==> src/rtl/controle_porta.sv <==
// controle_porta: elevator door controller for one floor.
//
// A four-state Moore FSM drives the door motor open, holds the door open for a
// dwell time, and drives it closed again. While closing, an obstruction or a
// new call reopens the door. When a close completes, the cabin is released
// with a one-cycle pulse.
//
// Parameters
//   T_MOV     door travel time in cycles (1..255)
//   T_ABERTA  door dwell time in cycles (1..255)
//
// Ports
//   clock             system clock, rising edge
//   reset             asynchronous reset, active low
//   chamada           level request to open the door
//   capacidade_atual  occupancy count 0..3 (3 = full)
//   sensor_obstaculo  door-path obstruction, active high
//   motor_abrir       drive motor in the open direction
//   motor_fechar      drive motor in the close direction
//   porta_aberta      door fully open
//   alerta_lotacao    door open and cabin full
//   liberado_partida  one-cycle pulse: door closed, cabin may move
module controle_porta #(
    parameter int unsigned T_MOV    = 4,
    parameter int unsigned T_ABERTA = 10
) (
    input  logic       clock,
    input  logic       reset,
    input  logic       chamada,
    input  logic [1:0] capacidade_atual,
    input  logic       sensor_obstaculo,
    output logic       motor_abrir,
    output logic       motor_fechar,
    output logic       porta_aberta,
    output logic       alerta_lotacao,
    output logic       liberado_partida
);

    typedef enum logic [1:0] {
        StFechada,
        StAbrindo,
        StAberta,
        StFechando
    } state_e;

    // Last timer value of each timed state; compared against the full 8 bits.
    localparam logic [7:0] MovLast    = 8'(T_MOV - 1);
    localparam logic [7:0] AbertaLast = 8'(T_ABERTA - 1);

    state_e     state_q, state_d;
    logic [7:0] timer_q, timer_d;
    logic [1:0] cap_prev_q;
    logic       lib_q, lib_d;

    logic [7:0] timer_inc;
    logic       cap_mudou;

    // Saturating increment: the timer never wraps back to zero.
    assign timer_inc = (timer_q == 8'hFF) ? timer_q : timer_q + 8'd1;
    assign cap_mudou = (capacidade_atual != cap_prev_q);

    always_ff @(posedge clock or negedge reset) begin
        if (!reset) begin
            state_q    <= StFechada;
            timer_q    <= 8'd0;
            cap_prev_q <= 2'd0;
            lib_q      <= 1'b0;
        end else begin
            state_q    <= state_d;
            timer_q    <= timer_d;
            cap_prev_q <= capacidade_atual;
            lib_q      <= lib_d;
        end
    end

    always_comb begin
        state_d = state_q;
        timer_d = timer_inc;
        lib_d   = 1'b0;
        unique case (state_q)
            StFechada: begin
                timer_d = 8'd0;
                if (chamada) begin
                    state_d = StAbrindo;
                end
            end
            StAbrindo: begin
                // Calls and obstructions have no effect while opening.
                if (timer_q == MovLast) begin
                    state_d = StAberta;
                    timer_d = 8'd0;
                end
            end
            StAberta: begin
                // A restart in the expiry cycle takes priority over closing.
                if (chamada || cap_mudou) begin
                    timer_d = 8'd0;
                end else if (timer_q == AbertaLast) begin
                    state_d = StFechando;
                    timer_d = 8'd0;
                end
            end
            StFechando: begin
                // Reopen requests win even in the final closing cycle.
                if (sensor_obstaculo || chamada) begin
                    state_d = StAbrindo;
                    timer_d = 8'd0;
                end else if (timer_q == MovLast) begin
                    state_d = StFechada;
                    timer_d = 8'd0;
                    lib_d   = 1'b1;
                end
            end
            default: begin
                state_d = StFechada;
                timer_d = 8'd0;
            end
        endcase
    end

    // Moore decode from the state register only.
    always_comb begin
        motor_abrir  = 1'b0;
        motor_fechar = 1'b0;
        porta_aberta = 1'b0;
        unique case (state_q)
            StAbrindo:  motor_abrir  = 1'b1;
            StAberta:   porta_aberta = 1'b1;
            StFechando: motor_fechar = 1'b1;
            default:    ;
        endcase
    end

    assign alerta_lotacao   = porta_aberta && (capacidade_atual == 2'd3);
    assign liberado_partida = lib_q;

endmodule

==> config.mk <==
export PLATFORM = sky130hd
export DESIGN_NAME = controle_porta
export DESIGN_NICKNAME = d
export VERILOG_FILES = /design/src/rtl/controle_porta.sv
export SDC_FILE = /design/constraint.sdc
export NUM_CORES = 1
export LEC_CHECK = 0
export ABC_AREA = 1
export BUFFER_PORTS_ARGS = -buffer_cell sky130_fd_sc_hd__buf_2
export CORE_MARGIN = 4
export CORE_UTILIZATION = 50
export DETAILED_ROUTE_END_ITERATION = 8
export PLACE_DENSITY = 0.73
export SETUP_SLACK_MARGIN = 0.3
export SYNTH_ARGS = -nofsm -noshare
export SYNTH_HDL_FRONTEND = slang
export SYNTH_SLANG_ARGS = --single-unit
==> constraint.sdc <==
create_clock -name clock -period 1.35 [get_ports clock]
set_input_delay 0.2025 -clock clock [delete_from_list [all_inputs] [get_ports clock]]
set_output_delay 0.2025 -clock clock [all_outputs]
set_load 0.01 [all_outputs]
## Word level (Yosys, flattened, before mapping)

Cells that the tools add are included.

- Add/sub/neg operators: 1
- Equality and inequality tests: 13
- Multiplexer cells: 19
- Reductions and logical operators: 5

Operator list:

| operator | number |
|---|---|
| two-way mux 8 bit | 5 |
| case mux 8 bit (4 select lines) | 1 |
| two-way mux 2 bit | 6 |
| adder 8 x 1 -> 8 bit, second input constant | 1 |
| equality test 8 x 2 -> 1 bit, second input constant | 1 |
| equality test 8 x 4 -> 1 bit, second input constant | 1 |
| equality test 8 bit, second input constant | 1 |
| != test 2 bit, second input constant | 4 |
| case mux 2 bit (4 select lines) | 1 |
| equality test 2 bit, second input constant | 3 |
| two-way mux 1 bit | 6 |
| AND reduction 5 bit | 1 |
| != test 3 bit, second input constant | 1 |
| equality test 2 x 1 -> 1 bit, second input constant | 1 |
| logical NOT 2 bit | 1 |
| logical OR 1 bit | 2 |
| != test 2 bit | 1 |
| logical AND 1 bit | 1 |

- Register bits after elaboration: 13
- Input port bits: 6
- Logic and storage cells: 42

## Longest topological paths before layout

- Depth after elaboration: 5
- Gate-level depth with buffers: 9
- Mapped depth without buffers: 9

## Worst setup path before layout

Ideal clock, no wire load.

- Kind: reg2reg
- From: reg timer_q[0]
- To: reg timer_q[0]
- Library setup time: 0.119 ns
- Arrival: 1.212 ns
- Data required time: 1.231 ns
- Path slack: 0.019 ns
- Stages on the path, launching flop included: 7
- Path buffers: 0
- Path through: dfrtp_1 > ha_1 > nand2_2 > nor3_4 > nand3_2 > xor2_1 > nor2_2

- Word-level cells in the longest chain between the ends: 5
- Elaborated cells on any way between the ends: 10

Ends and longest elaborated chain:

| element | RTL line | text |
|---|---|---|
| start: declaration | 51 | `logic [7:0] timer_q, timer_d;` |
| start signal: assignment | 70 | `timer_q <= timer_d;` |
| adder 8 x 1 -> 8 bit / equality test 8 bit (equally long branches) | 59 | `assign timer_inc = (timer_q == 8'hFF) ? timer_q : timer_q + 8'd1;` |
| two-way mux 8 bit | 59 |  |
| two-way mux 8 bit, on equally long branches | 89, 108, 98 |  |
| two-way mux 8 bit, on equally long branches | 105, 96 |  |
| case mux 8 bit (4 select lines) * | 80 | `unique case (state_q)` |
| net timer_d[0] | 51 |  |

Mark *: on every way through the listed nets, which the timed path passes. The rest lies on a longest branch.
A chain may end at the register's enable or synchronous reset.

## Worst setup path in the final report

- From: reg timer_q[1]
- To: reg timer_q[2]

Same word-level chain as after synthesis.

==> results.py <==
metrics = {
    "synthesis": {
        "synthTopCellsByArea": "dfrtp_1 (37%), nand2_1 (10%), ha_1 (8.5%)",
        "synthDistinctLibCells": 24,
        "synth_xor_area_frac": 0.00997,
        "synth_compound_area_frac": 0.0769,
        "ys_ff_latch": 13,
        "yosysTopAreaCellShare": 0.370,
        "yosys_warnings": 0,
        "syn_nets": 131,
        "synthAdderAreaFrac": 0.0855,
        "yosys.area_share.simple": 0.368,
        "seq_area_frac_synth": 0.370,
        "synth_area_leader_cell": "dfrtp_1",
        "syn_area_um2": 878,
        "synth_mux_area_frac": 0,
        "avgSynthCellArea_um2": 7.38,
        "synth_cells": 119,
        "synth_top_family_by_area": "simple AND/OR/NAND/NOR gates",
    },
    "timing": {
        "report.final.hold_viol_count": 0,
        "fmax_mhz": 689,
        "maxSlewViolCount": 0,
        "relSlewSlack": 0.794,
        "holdWs_ns": 0.0503,
        "layout_min_cycle_time_ns": 1.45,
        "setup_viol": 12,
        "tightest_slew_ns": 0.308,
        "finalCritPeriodShare": 1.08,
        "skew_ns": 0.00202,
        "rsz0062_at_grt": "yes",
        "worst_slack_ns": -0.101,
    },
    "die": {
        "coreArea_mm2": 0.00158,
        "die_width_um": 49.9,
        "die_h_um": 49.9,
        "start_util": 0.557,
        "num_rows": 14,
        "io_pins": 11,
        "dieArea_mm2": 0.00249,
    },
    "clocking": {
        "tritoncts": "built",
        "root_buffer": "clkbuf_4",
        "clk_pin_slew_ns": 0.09,
        "htree_levels": 1,
        "clk_latency_ns": 0.28,
        "cts_made_buffers": 3,
        "clockBufferDepth": 2,
        "cts.sink_count": 13,
    },
    "detailed_routing": {
        "ant_nets": 0,
        "drc": 0,
        "first_pass_iters": 4,
        "drt-total-wl_mm": 2.38,
        "via_per_inst": 5.52,
        "wl_per_cell_um": 14.4,
        "vias": 910,
        "first_iter_violations": 30,
    },
    "power": {
        "p_leak_nw": 0.652,
        "peakVddDrop_mv": 1.28,
        "power_mw": 1.96,
        "power_density_mw_per_mm2": 1510,
    },
    "worst_setup_path": {
        "startpoint_type": "flip-flop",
        "cp.required_ns": 1.56,
        "path_class": "flip-flop to flip-flop",
        "crit_arrival_ns": 1.66,
        "end_kind": "flip-flop",
        "crit_fanout": 6,
    },
    "final_layout": {
        "antenna_cells": 0,
        "syn_to_final_growth_pct": 48.1,
        "final_nets": 162,
        "layout-drive-gt1-share": 0.450,
    },
    "worst_hold_path": {
        "hold_class": "primary input to flip-flop",
    },
    "grt": {
        "antenna_found_initial": 0,
        "track_usage": 0.180,
        "grt_pass1_wl_mm": 3.44,
        "grt_max_degree": 14,
        "grt_pass1_vias": 812,
        "overflow": 0,
    },
    "job": {
        "maxCapViolations": 0,
    },
    "run_status": {
        "violations": "negative setup slack",
        "status": "complete, but fails checks",
    },
    "place": {
        "gp_routability_congestion": 0.871,
        "io_buffers": 10,
        "dp_hpwl_mm": 1.45,
    },
}
## cells by family (layout without fill, tap and decap cells)
kind of cell / after synthesis / count (layout)
buffers and inverters: 21 / 51
xor gates and xnor gates: 1 / 1
DFF: 13 / 13
and+or+nand+nor: 68 / 68
adders and majority gates: 6 / 6
AOI/OAI and AO/OA: 10 / 10
## state kept, by name, summed over array words and instances, names as in the netlist
signal and count:
timer_q 8, liberado_partida 1, state_q 2, cap_prev_q 2
## critical path, stage by stage, from the launching register on
cell     delay, ns
dfrtp_1       0.41
ha_4          0.18
nand2_4       0.05
nor3_4        0.26
nand3_4       0.18
nand2_2       0.10
nand3_1       0.08
nor2_1        0.11
## power by group
group | switching, mW | total, mW | leakage, nW | internal [mW]
Clock | 0.142 | 0.257 | 0.0150 | 0.115
Combinational | 0.639 | 1.19 | 0.469 | 0.555
Sequential | 0.0646 | 0.513 | 0.167 | 0.448
Total | 0.845 | 1.96 | 0.652 | 1.12
## cells in the final DEF, fill, tap and decap left out, drive strengths merged
master	n
a21oi	2
buf	25
clkbuf	4
clkinv	2
dfrtp	13
dlygate4sd3	1
ha	6
inv	19
nand2	29
nand3	13
nand3b	1
nor2	21
nor3	3
o211a	1
o21ai	4
o21bai	2
o221ai	1
or2	1
xor2	1
## synthesized netlist by cell type (all sizes together)
library cell / instances
nand3b: 1
xor2: 1
nor2: 21
inv: 19
nand2: 29
or2: 1
nand3: 13
o221ai: 1
nor3: 3
o21bai: 2
dfrtp: 13
ha: 6
o21ai: 4
o211a: 1
clkinv: 2
a21oi: 2
## layer usage
metal  share of wire  up-vias  wire (um)  global-route usage
met5               0        -          0                   0
met4           0.021        0         51              0.0645
met3           0.047       10        113              0.0361
met2            0.48       37       1150               0.295
met1            0.45      427       1070               0.233
li1                -      436          -                   -
## cell type report
cell class	instances	area [um^2]
Tap cell	16	20.0
Timing Repair Buffer	26	206
Fill cell	85	275
Inverter	21	81.3
Sequential cell	13	330
Multi-Input combinational cell	85	637
Clock buffer	4	26.3
## stage by stage
| step | util | cells | setup TNS (ns) | setup slack, ns | instance area, um^2 |
|---|---|---|---|---|---|
| after detailed placement | 0.660 | 150 | -0.188 | -0.0552 | 1040 |
| after floorplan | - | 119 | 0 | 0.0259 | 932 |
| after global placement | 0.660 | 150 | 0 | 0.0159 | 1040 |
| after global routing | 0.825 | 165 | -1.49 | -0.214 | 1300 |
| final | 0.825 | 165 | -0.646 | -0.101 | 1300 |
| after CTS | 0.733 | 162 | -0.301 | -0.0602 | 1160 |
## worst paths after layout
kind / slack [ns] / startpoint / cells past startpoint / to
setup / recovery: -0.10 / timer_q[1] / 7 / timer_q[2]
hold / removal: 0.05 / capacidade_atual[1] / 1 / cap_prev_q[1]
setup reg to reg: -0.10 / timer_q[1] / 7 / timer_q[2]
hold reg to reg: 0.61 / timer_q[5] / 2 / timer_q[5]
max in group asynchronous: 0.75 / reset / 2 / timer_q[0]
min in group asynchronous: 0.35 / reset / 2 / cap_prev_q[1]
## timing repair
item,in CTS,in global routing
pin swaps,13,23
hold buffers,1,0
buffers inserted,7,3
endpoints found under the hold margin,13,0
resized for setup,6,28
setup endpoints to repair,14,15
(Power assumes the default switching activity.)
